==> src/rtl/csr_exec_pkg.sv <==
// ============================================================================
// Module  : csr_exec_pkg
// Brief   : Shared CSR executor definitions: op codes, FSM states, MSR addresses.
// Revision: 1.0 - initial release
// ============================================================================
`default_nettype none

package csr_exec_pkg;

  localparam logic [1:0] OP_ILLEGAL = 2'b00;
  localparam logic [1:0] OP_RW      = 2'b01;
  localparam logic [1:0] OP_RS      = 2'b10;
  localparam logic [1:0] OP_RC      = 2'b11;

  typedef logic [2:0] state_t;

  localparam state_t ST_IDLE    = 3'd0;
  localparam state_t ST_RD_REQ  = 3'd1;
  localparam state_t ST_RD_WAIT = 3'd2;
  localparam state_t ST_WR_REQ  = 3'd3;
  localparam state_t ST_WR_WAIT = 3'd4;
  localparam state_t ST_DONE    = 3'd5;

  localparam logic [11:0] CSR_MSTATUS  = 12'h300;
  localparam logic [11:0] CSR_MIE      = 12'h304;
  localparam logic [11:0] CSR_MTVEC    = 12'h305;
  localparam logic [11:0] CSR_MSCRATCH = 12'h340;
  localparam logic [11:0] CSR_MEPC     = 12'h341;
  localparam logic [11:0] CSR_MCAUSE   = 12'h342;

  // A CSRRW targeting x0 must not produce a read side effect.
  function automatic logic rd_needed(input logic [1:0] op, input logic rd_zero);
    return !((op == OP_RW) && rd_zero);
  endfunction

  // Set/clear with a zero source must not produce a write side effect.
  function automatic logic wr_needed(input logic [1:0] op, input logic src_zero);
    return !(((op == OP_RS) || (op == OP_RC)) && src_zero);
  endfunction

endpackage

`default_nettype wire

==> src/rtl/csr_rmw_alu.sv <==
// ============================================================================
// Module  : csr_rmw_alu
// Brief   : Combinational read-modify-write value for CSRRW/CSRRS/CSRRC.
// Revision: 1.0 - initial release
// ============================================================================
`default_nettype none

module csr_rmw_alu
  import csr_exec_pkg::*;
#(
  parameter int CSR_DATA_WIDTH = 32
) (
  input  logic [1:0]                op_i,
  input  logic [CSR_DATA_WIDTH-1:0] old_i,
  input  logic [CSR_DATA_WIDTH-1:0] operand_i,
  output logic [CSR_DATA_WIDTH-1:0] new_o
);

  always_comb begin
    new_o = '0;
    case (op_i)
      OP_RW:   new_o = operand_i;
      OP_RS:   new_o = old_i | operand_i;
      OP_RC:   new_o = old_i & ~operand_i;
      default: new_o = '0;
    endcase
  end

endmodule

`default_nettype wire

==> src/rtl/csr_exec.sv <==
// ============================================================================
// Module  : csr_exec
// Brief   : CSR instruction executor sequencing read/write strobes to a responder.
//           Optional wait-state timeout enabled by defining CSR_EXEC_TIMEOUT_EN.
// Revision: 1.0 - initial release
// ============================================================================
`default_nettype none

module csr_exec
  import csr_exec_pkg::*;
#(
  parameter int CSR_DATA_WIDTH = 32,
  parameter int CSR_ADDR_WIDTH = 12,
  parameter int TIMEOUT_CYCLES = 8
) (
  input  logic                      clk_i,
  input  logic                      rst_ni,
  input  logic                      req_valid_i,
  output logic                      req_ready_o,
  input  logic [1:0]                req_op_i,
  input  logic [CSR_ADDR_WIDTH-1:0] req_addr_i,
  input  logic [CSR_DATA_WIDTH-1:0] req_operand_i,
  input  logic                      req_src_zero_i,
  input  logic                      req_rd_zero_i,
  output logic                      csr_en_o,
  output logic                      csr_we_o,
  output logic [CSR_ADDR_WIDTH-1:0] csr_addr_o,
  output logic [CSR_DATA_WIDTH-1:0] csr_data_o,
  input  logic [CSR_DATA_WIDTH-1:0] csr_data_i,
  input  logic                      csr_busy_i,
  input  logic                      csr_exists_i,
  input  logic                      csr_ro_i,
  output logic                      result_valid_o,
  output logic [CSR_DATA_WIDTH-1:0] result_data_o,
  output logic                      result_err_o
);

  state_t                    state_q, state_d;
  logic [1:0]                op_q;
  logic [CSR_ADDR_WIDTH-1:0] addr_q;
  logic [CSR_DATA_WIDTH-1:0] operand_q;
  logic [CSR_DATA_WIDTH-1:0] rdata_q;
  logic                      wr_need_q;
  logic                      err_q;

  logic w_accept;
  logic w_in_req;
  logic w_in_wait;
  logic w_fault;
  logic w_issue;
  logic w_timeout;

  assign w_accept  = req_valid_i && (state_q == ST_IDLE);
  assign w_in_req  = (state_q == ST_RD_REQ) || (state_q == ST_WR_REQ);
  assign w_in_wait = (state_q == ST_RD_WAIT) || (state_q == ST_WR_WAIT);

  // A read-only CSR faults as early as the read phase when a write will follow.
  assign w_fault = w_in_req &&
                   (!csr_exists_i ||
                    (csr_ro_i && ((state_q == ST_WR_REQ) || wr_need_q)));

  // Strobe only when the responder is idle so en never overlaps busy.
  assign w_issue = w_in_req && !w_fault && !csr_busy_i;

`ifdef CSR_EXEC_TIMEOUT_EN
  localparam int TMO_W = $clog2(TIMEOUT_CYCLES + 1);

  logic [TMO_W-1:0] tmo_q;

  assign w_timeout = w_in_wait && !csr_busy_i &&
                     (tmo_q == TMO_W'(TIMEOUT_CYCLES - 1));

  always_ff @(posedge clk_i or negedge rst_ni) begin
    if (!rst_ni) begin
      tmo_q <= '0;
    end else if (w_in_wait && !csr_busy_i && !w_timeout) begin
      tmo_q <= tmo_q + 1'b1;
    end else begin
      tmo_q <= '0;
    end
  end
`else
  assign w_timeout = 1'b0;
`endif

  always_ff @(posedge clk_i or negedge rst_ni) begin
    if (!rst_ni) begin
      state_q <= ST_IDLE;
    end else begin
      state_q <= state_d;
    end
  end

  always_comb begin
    state_d = state_q;
    case (state_q)
      ST_IDLE: begin
        if (req_valid_i) begin
          if (req_op_i == OP_ILLEGAL) begin
            state_d = ST_DONE;
          end else if (rd_needed(req_op_i, req_rd_zero_i)) begin
            state_d = ST_RD_REQ;
          end else begin
            state_d = ST_WR_REQ;
          end
        end
      end
      ST_RD_REQ: begin
        if (w_fault) begin
          state_d = ST_DONE;
        end else if (w_issue) begin
          state_d = ST_RD_WAIT;
        end
      end
      ST_WR_REQ: begin
        if (w_fault) begin
          state_d = ST_DONE;
        end else if (w_issue) begin
          state_d = ST_WR_WAIT;
        end
      end
      ST_RD_WAIT: begin
        if (csr_busy_i) begin
          state_d = wr_need_q ? ST_WR_REQ : ST_DONE;
        end else if (w_timeout) begin
          state_d = ST_DONE;
        end
      end
      ST_WR_WAIT: begin
        if (csr_busy_i || w_timeout) begin
          state_d = ST_DONE;
        end
      end
      ST_DONE:  state_d = ST_IDLE;
      default:  state_d = ST_IDLE;
    endcase
  end

  always_comb begin
    req_ready_o    = 1'b0;
    csr_en_o       = 1'b0;
    csr_we_o       = 1'b0;
    result_valid_o = 1'b0;
    result_err_o   = 1'b0;
    case (state_q)
      ST_IDLE:   req_ready_o = 1'b1;
      ST_RD_REQ: csr_en_o    = w_issue;
      ST_WR_REQ: begin
        csr_en_o = w_issue;
        csr_we_o = w_issue;
      end
      ST_DONE: begin
        result_valid_o = 1'b1;
        result_err_o   = err_q;
      end
      default: ;
    endcase
  end

  always_ff @(posedge clk_i or negedge rst_ni) begin
    if (!rst_ni) begin
      op_q      <= OP_ILLEGAL;
      addr_q    <= '0;
      operand_q <= '0;
      rdata_q   <= '0;
      wr_need_q <= 1'b0;
      err_q     <= 1'b0;
    end else begin
      if (w_accept) begin
        op_q      <= req_op_i;
        addr_q    <= req_addr_i;
        operand_q <= req_operand_i;
        rdata_q   <= '0;
        wr_need_q <= wr_needed(req_op_i, req_src_zero_i);
        err_q     <= (req_op_i == OP_ILLEGAL);
      end
      if (w_fault || w_timeout) begin
        err_q <= 1'b1;
      end
      if ((state_q == ST_RD_WAIT) && csr_busy_i) begin
        rdata_q <= csr_data_i;
      end
    end
  end

  csr_rmw_alu #(
    .CSR_DATA_WIDTH(CSR_DATA_WIDTH)
  ) u_rmw_alu (
    .op_i     (op_q),
    .old_i    (rdata_q),
    .operand_i(operand_q),
    .new_o    (csr_data_o)
  );

  assign csr_addr_o    = addr_q;
  assign result_data_o = rdata_q;

endmodule

`default_nettype wire

==> config.mk <==
export PLATFORM = sky130hd
export DESIGN_NAME = csr_exec
export DESIGN_NICKNAME = d
export VERILOG_FILES = /design/src/rtl/csr_exec_pkg.sv /design/src/rtl/csr_rmw_alu.sv /design/src/rtl/csr_exec.sv
export SDC_FILE = /design/constraint.sdc
export NUM_CORES = 1
export LEC_CHECK = 0
export ABC_AREA = 0
export CAP_MARGIN = 40
export CELL_PAD_IN_SITES_DETAIL_PLACEMENT = 2
export CELL_PAD_IN_SITES_GLOBAL_PLACEMENT = 2
export CORE_UTILIZATION = 27
export CTS_BUF_LIST = sky130_fd_sc_hd__clkbuf_2 sky130_fd_sc_hd__clkbuf_4 sky130_fd_sc_hd__clkbuf_8
export DETAILED_ROUTE_END_ITERATION = 10
export PLACE_DENSITY = 0.81
export RECOVER_POWER = 100
export SLEW_MARGIN = 40
export SYNTH_ARGS = -nofsm -noshare
export SYNTH_HDL_FRONTEND = slang
export SYNTH_HIERARCHICAL = 1
export SYNTH_SLANG_ARGS = --single-unit
==> constraint.sdc <==
create_clock -name clk_i -period 2 [get_ports clk_i]
set_input_delay 0.6 -clock clk_i [delete_from_list [all_inputs] [get_ports clk_i]]
set_output_delay 0.6 -clock clk_i [all_outputs]
set_load 0.1 [all_outputs]
Word-level counts from Yosys, hierarchy flattened:

Cells that the tools add are included.

* input bits: 86
* output and inout port bits: 81
* word-level logic and storage cells: 69
* register bits after elaboration: 83

* muxes and demuxes: 21
* equality and inequality tests: 16
* bitwise gates (word level): 3
* reductions and logical operators: 22

Operators by type and width (number)
* 32-bit one-hot mux with 3 select lines: 1
* 32-bit 2-to-1 mux: 2
* 32-bit AND: 1
* 32-bit NOT: 1
* 32-bit OR: 1
* 3-bit 2-to-1 mux: 9
* 3-bit one-hot mux with 5 select lines: 1
* 2-bit == test (second input constant): 4
* 1-bit logical AND: 8
* 1-bit 2-to-1 mux: 7
* 3-bit by 2-bit == test with 1-bit output (second input constant): 2
* 3-bit == test (second input constant): 2
* 2-bit inequality test (second input constant): 3
* 3-bit inequality test (second input constant): 2
* 5-bit AND reduction: 1
* 2-bit by 1-bit == test with 1-bit output (second input constant): 2
* 1-bit logical NOT: 4
* 1-bit logical OR: 4
* 2-bit nonzero test: 2
* 3-bit by 1-bit == test with 1-bit output (second input constant): 1
* 3-bit logical NOT: 1
* 2-bit logical NOT: 1
* 2-bit 2-to-1 mux: 1
* 2-bit OR reduction: 1

Longest topological paths before layout:

* word-level depth: 11
* gate-level depth with buffers: 7
* mapped depth without buffers: 4

Cells and area by module:

Netlist, hierarchy kept.

Modules (own cells, without submodules)
* csr_exec: instances 1, cells an instance 282, seq. area each 2077.0 µm², area an instance 3370.7 µm²
* csr_rmw_alu: instances 1, cells an instance 109, seq. area each 0.0 µm², area an instance 810.8 µm²

Least setup slack after synthesis:

No wires, ideal clock.

* path type: in2out
* from: in csr_busy_i
* to: out csr_we_o
* buffers on the path: 1
* setup slack: -3.298 ns
* required time: 1.400 ns
* arrival: 4.698 ns
* stages: 3
* path through: clkbuf_1 nor4_1 and2_1

* cells in the longest elaborated chain, start to end: 3

Ends and longest elaborated chain
* start, declared: line csr_exec.sv:30 `input logic csr_busy_i,`
* 1-bit logical NOT: line csr_exec.sv:63 `assign w_issue = w_in_req && !w_fault && !csr_busy_i;`
* 1-bit logical AND: line csr_exec.sv:63
* 1-bit 2-to-1 mux: line csr_exec.sv:145 `case (state_q)`
* end, declared: line csr_exec.sv:26 `output logic csr_we_o,`

No other way between the ends.

Worst setup path in the final report:

Ends and elaborated chain as after synthesis.

==> flow_summary.toml <==
[setup_path]
critical-path-max-stage-delay_ns = 0.49
path_buf_inv = 2
cp-start-kind = "input pin"
reg2reg_depth = 8
setup.worst_path.class = "in -> out"
critPathSlowestCell = "clkdlybuf4s50_1"
arrival_ns = 1.70
path_cells = "clkdlybuf4s50_1 -> nor4_4 -> and2_4 -> buf_12"
cp-end-kind = "output pin"
path_max_fanout = 2
cp_top_family = "buffers and inverters"
crit_required_ns = 1.40
regToRegSetupSlack_ns = -0.01
cp.depth = 4

[synth]
async_flop_share_pct = 100
synth_most_common_cell = "dfrtp_1"
synth_cells = 391
synth.avg_cell_area_um2 = 10.7
synthesis.nets = 477
ys_seq_elements = 83
yosys-top-cells-count = "dfrtp_1, nand2_1, mux2_2, o21ai_0, mux2i_1"
synth_top_cell_area_share_pct = 49.7
yosys_warnings = 6
netlist_area_um2 = 4180
synth.area.top_cells = "dfrtp_1, mux2_2, mux2i_1, a22o_1, nand2_1"
yosysSeqAreaShare_pct = 49.7
yosysTopAreaCell = "dfrtp_1"
yosys_most_used_dff = "dfrtp_1"
ys_types = 34
synth-edff-count = 0

[grt]
grt_max_degree = 43
grt_pass1_vias = 4538
grt_usage_pct = 22.5
grt_antenna_before_repair = 0
overflow = 0
grt_first_pass_wirelength_mm = 26.8

[floorplanning]
core_um2 = 15100
io_pins = 167
fp.dieH_um = 126
start_util_pct = 27.6
die_w_um = 126
dieArea_um2 = 16000
rows = 45

[sta]
max_freq_mhz = 435
drv_slew = 28
setup_viol = 41
period_share_pct = 115
worstMarginPinSlew_ns = 1.56
hold_viol = 0
setup_slack_ns = -0.298
period_needed_ns = 2.30
clock-skew-final_ns = 0.0140
rsz0062_at_grt = "true"
max_slew_margin_pct = -4.29

[clock_network]
root_buffer = "clkbuf_8"
numClockSinks = 83
cts_made_buffers = 9
cts_hold_buf = 0
clock_path_buffers = 2
clk_latency_ns = 0.37
tritoncts = "done"
htreeDepth = 3
path_clk_slew_ns = 0.09

[layout]
stdcell_count = 775
utilization_pct = 49.2
syn_to_final_growth_pct = 78.1
finalNetCount = 668
layout-drive-gt1-share_pct = 47.5
fin_area_um2 = 7450
diodes = 0

[placement]
placed_area_um2 = 7080
dp.cells = 737
dp_hpwl_mm = 11.1
pre_cts_ws_ns = -0.515
port_buffers = 166
gp_congestion = 0.766

[detailed_routing]
drt_iter0_markers = 142
wl_per_cell_um = 22.3
wl_mm = 17.3
via_per_inst = 4.89
drt_first_pass_iters = 4
drcViolationCount = 0
antenna_left = 0
vias = 3793

[status]
violations = "max-capacitance violations, max-slew violations, negative setup slack"
outcome = "complete, but fails checks"

[min_path]
hold_depth = 1
hp-class = "reg -> reg"

[job]
maxCapViolCount = 1
==> layout make-up <==
type	count	area, um2
clock buffer	11	139
clock inverter	5	77.6
fill	1460	7700
inverter	32	125
multi-input combinational	246	2270
sequential	83	2110
tap	188	235
timing repair buffer	210	2490
==> layer usage <==
layer	GRT usage [%]	wire length [um]	up-vias
li1	-	-	1724
met1	24.2	6490	1939
met2	43.0	9600	109
met3	5.95	882	21
met4	6.02	282	0
met5	0	0	-
==> metrics by stage <==
stage / TNS, ns / hold slack (ns)
floorplan: -11.43 / 0.304
global placement: -7.41 / 0.512
detailed placement: -3.89 / 0.510
CTS: -9.03 / 0.134
global route: -11.54 / 0.515
finish: -7.41 / 0.505
==> final timing paths <==
| check | end | startpoint |
|---|---|---|
| min reg2reg | csr_addr_o[10] | csr_addr_o[10] |
| max reg2reg | operand_q[15] | state_q[1] |
| max in group asynchronous | result_data_o[30] | rst_ni |
| min | csr_addr_o[10] | csr_addr_o[10] |
| min in group asynchronous | csr_addr_o[0] | rst_ni |
| max | csr_we_o | csr_busy_i |
==> repair_timing <==
item / CTS / global route
endpoints found under the setup margin: 37 / 37
resized for setup: 70 / 22
hold endpoints to repair: 0 / 0
buffers inserted: 17 / 5
pin swaps: 33 / 18
cloned: 7 / 0
==> registers in the layout (all words and copies together), names as in the netlist <==
signal,flops
state_q,3
op_q,2
err_q,1
csr_addr_o,12
operand_q,32
wr_need_q,1
result_data_o,32
==> kinds of logic after synthesis <==
family	after synthesis	share of synthesized area (%)
buf+inv	62	7.60
compound gates	80	13.0
simple gates	87	9.40
mux	79	20.3
flops	83	49.7
==> worst reg2reg max path, cell delays in order (launching register included) <==
cell	delay (ns)
dfrtp_1	0.40
buf_4	0.13
buf_4	0.15
buf_4	0.13
nor3_2	0.24
clkbuf_1	0.20
nand2_4	0.10
buf_12	0.19
mux2_2	0.35
==> cell usage in the layout, fill, tap and decap left out, drive strengths merged, types with 3 or more instances in the layout <==
master / instances
inv: 32
a21oi: 3
o21ai: 36
nor2b: 3
a22o: 32
mux2i: 33
buf: 108
clkbuf: 29
dfrtp: 83
nand2: 71
o211ai: 3
clkdlybuf4s50: 82
mux2: 46
Power is not shown: default switching activity piles up to over one toggle a cycle in this logic, so the estimate is an artifact.
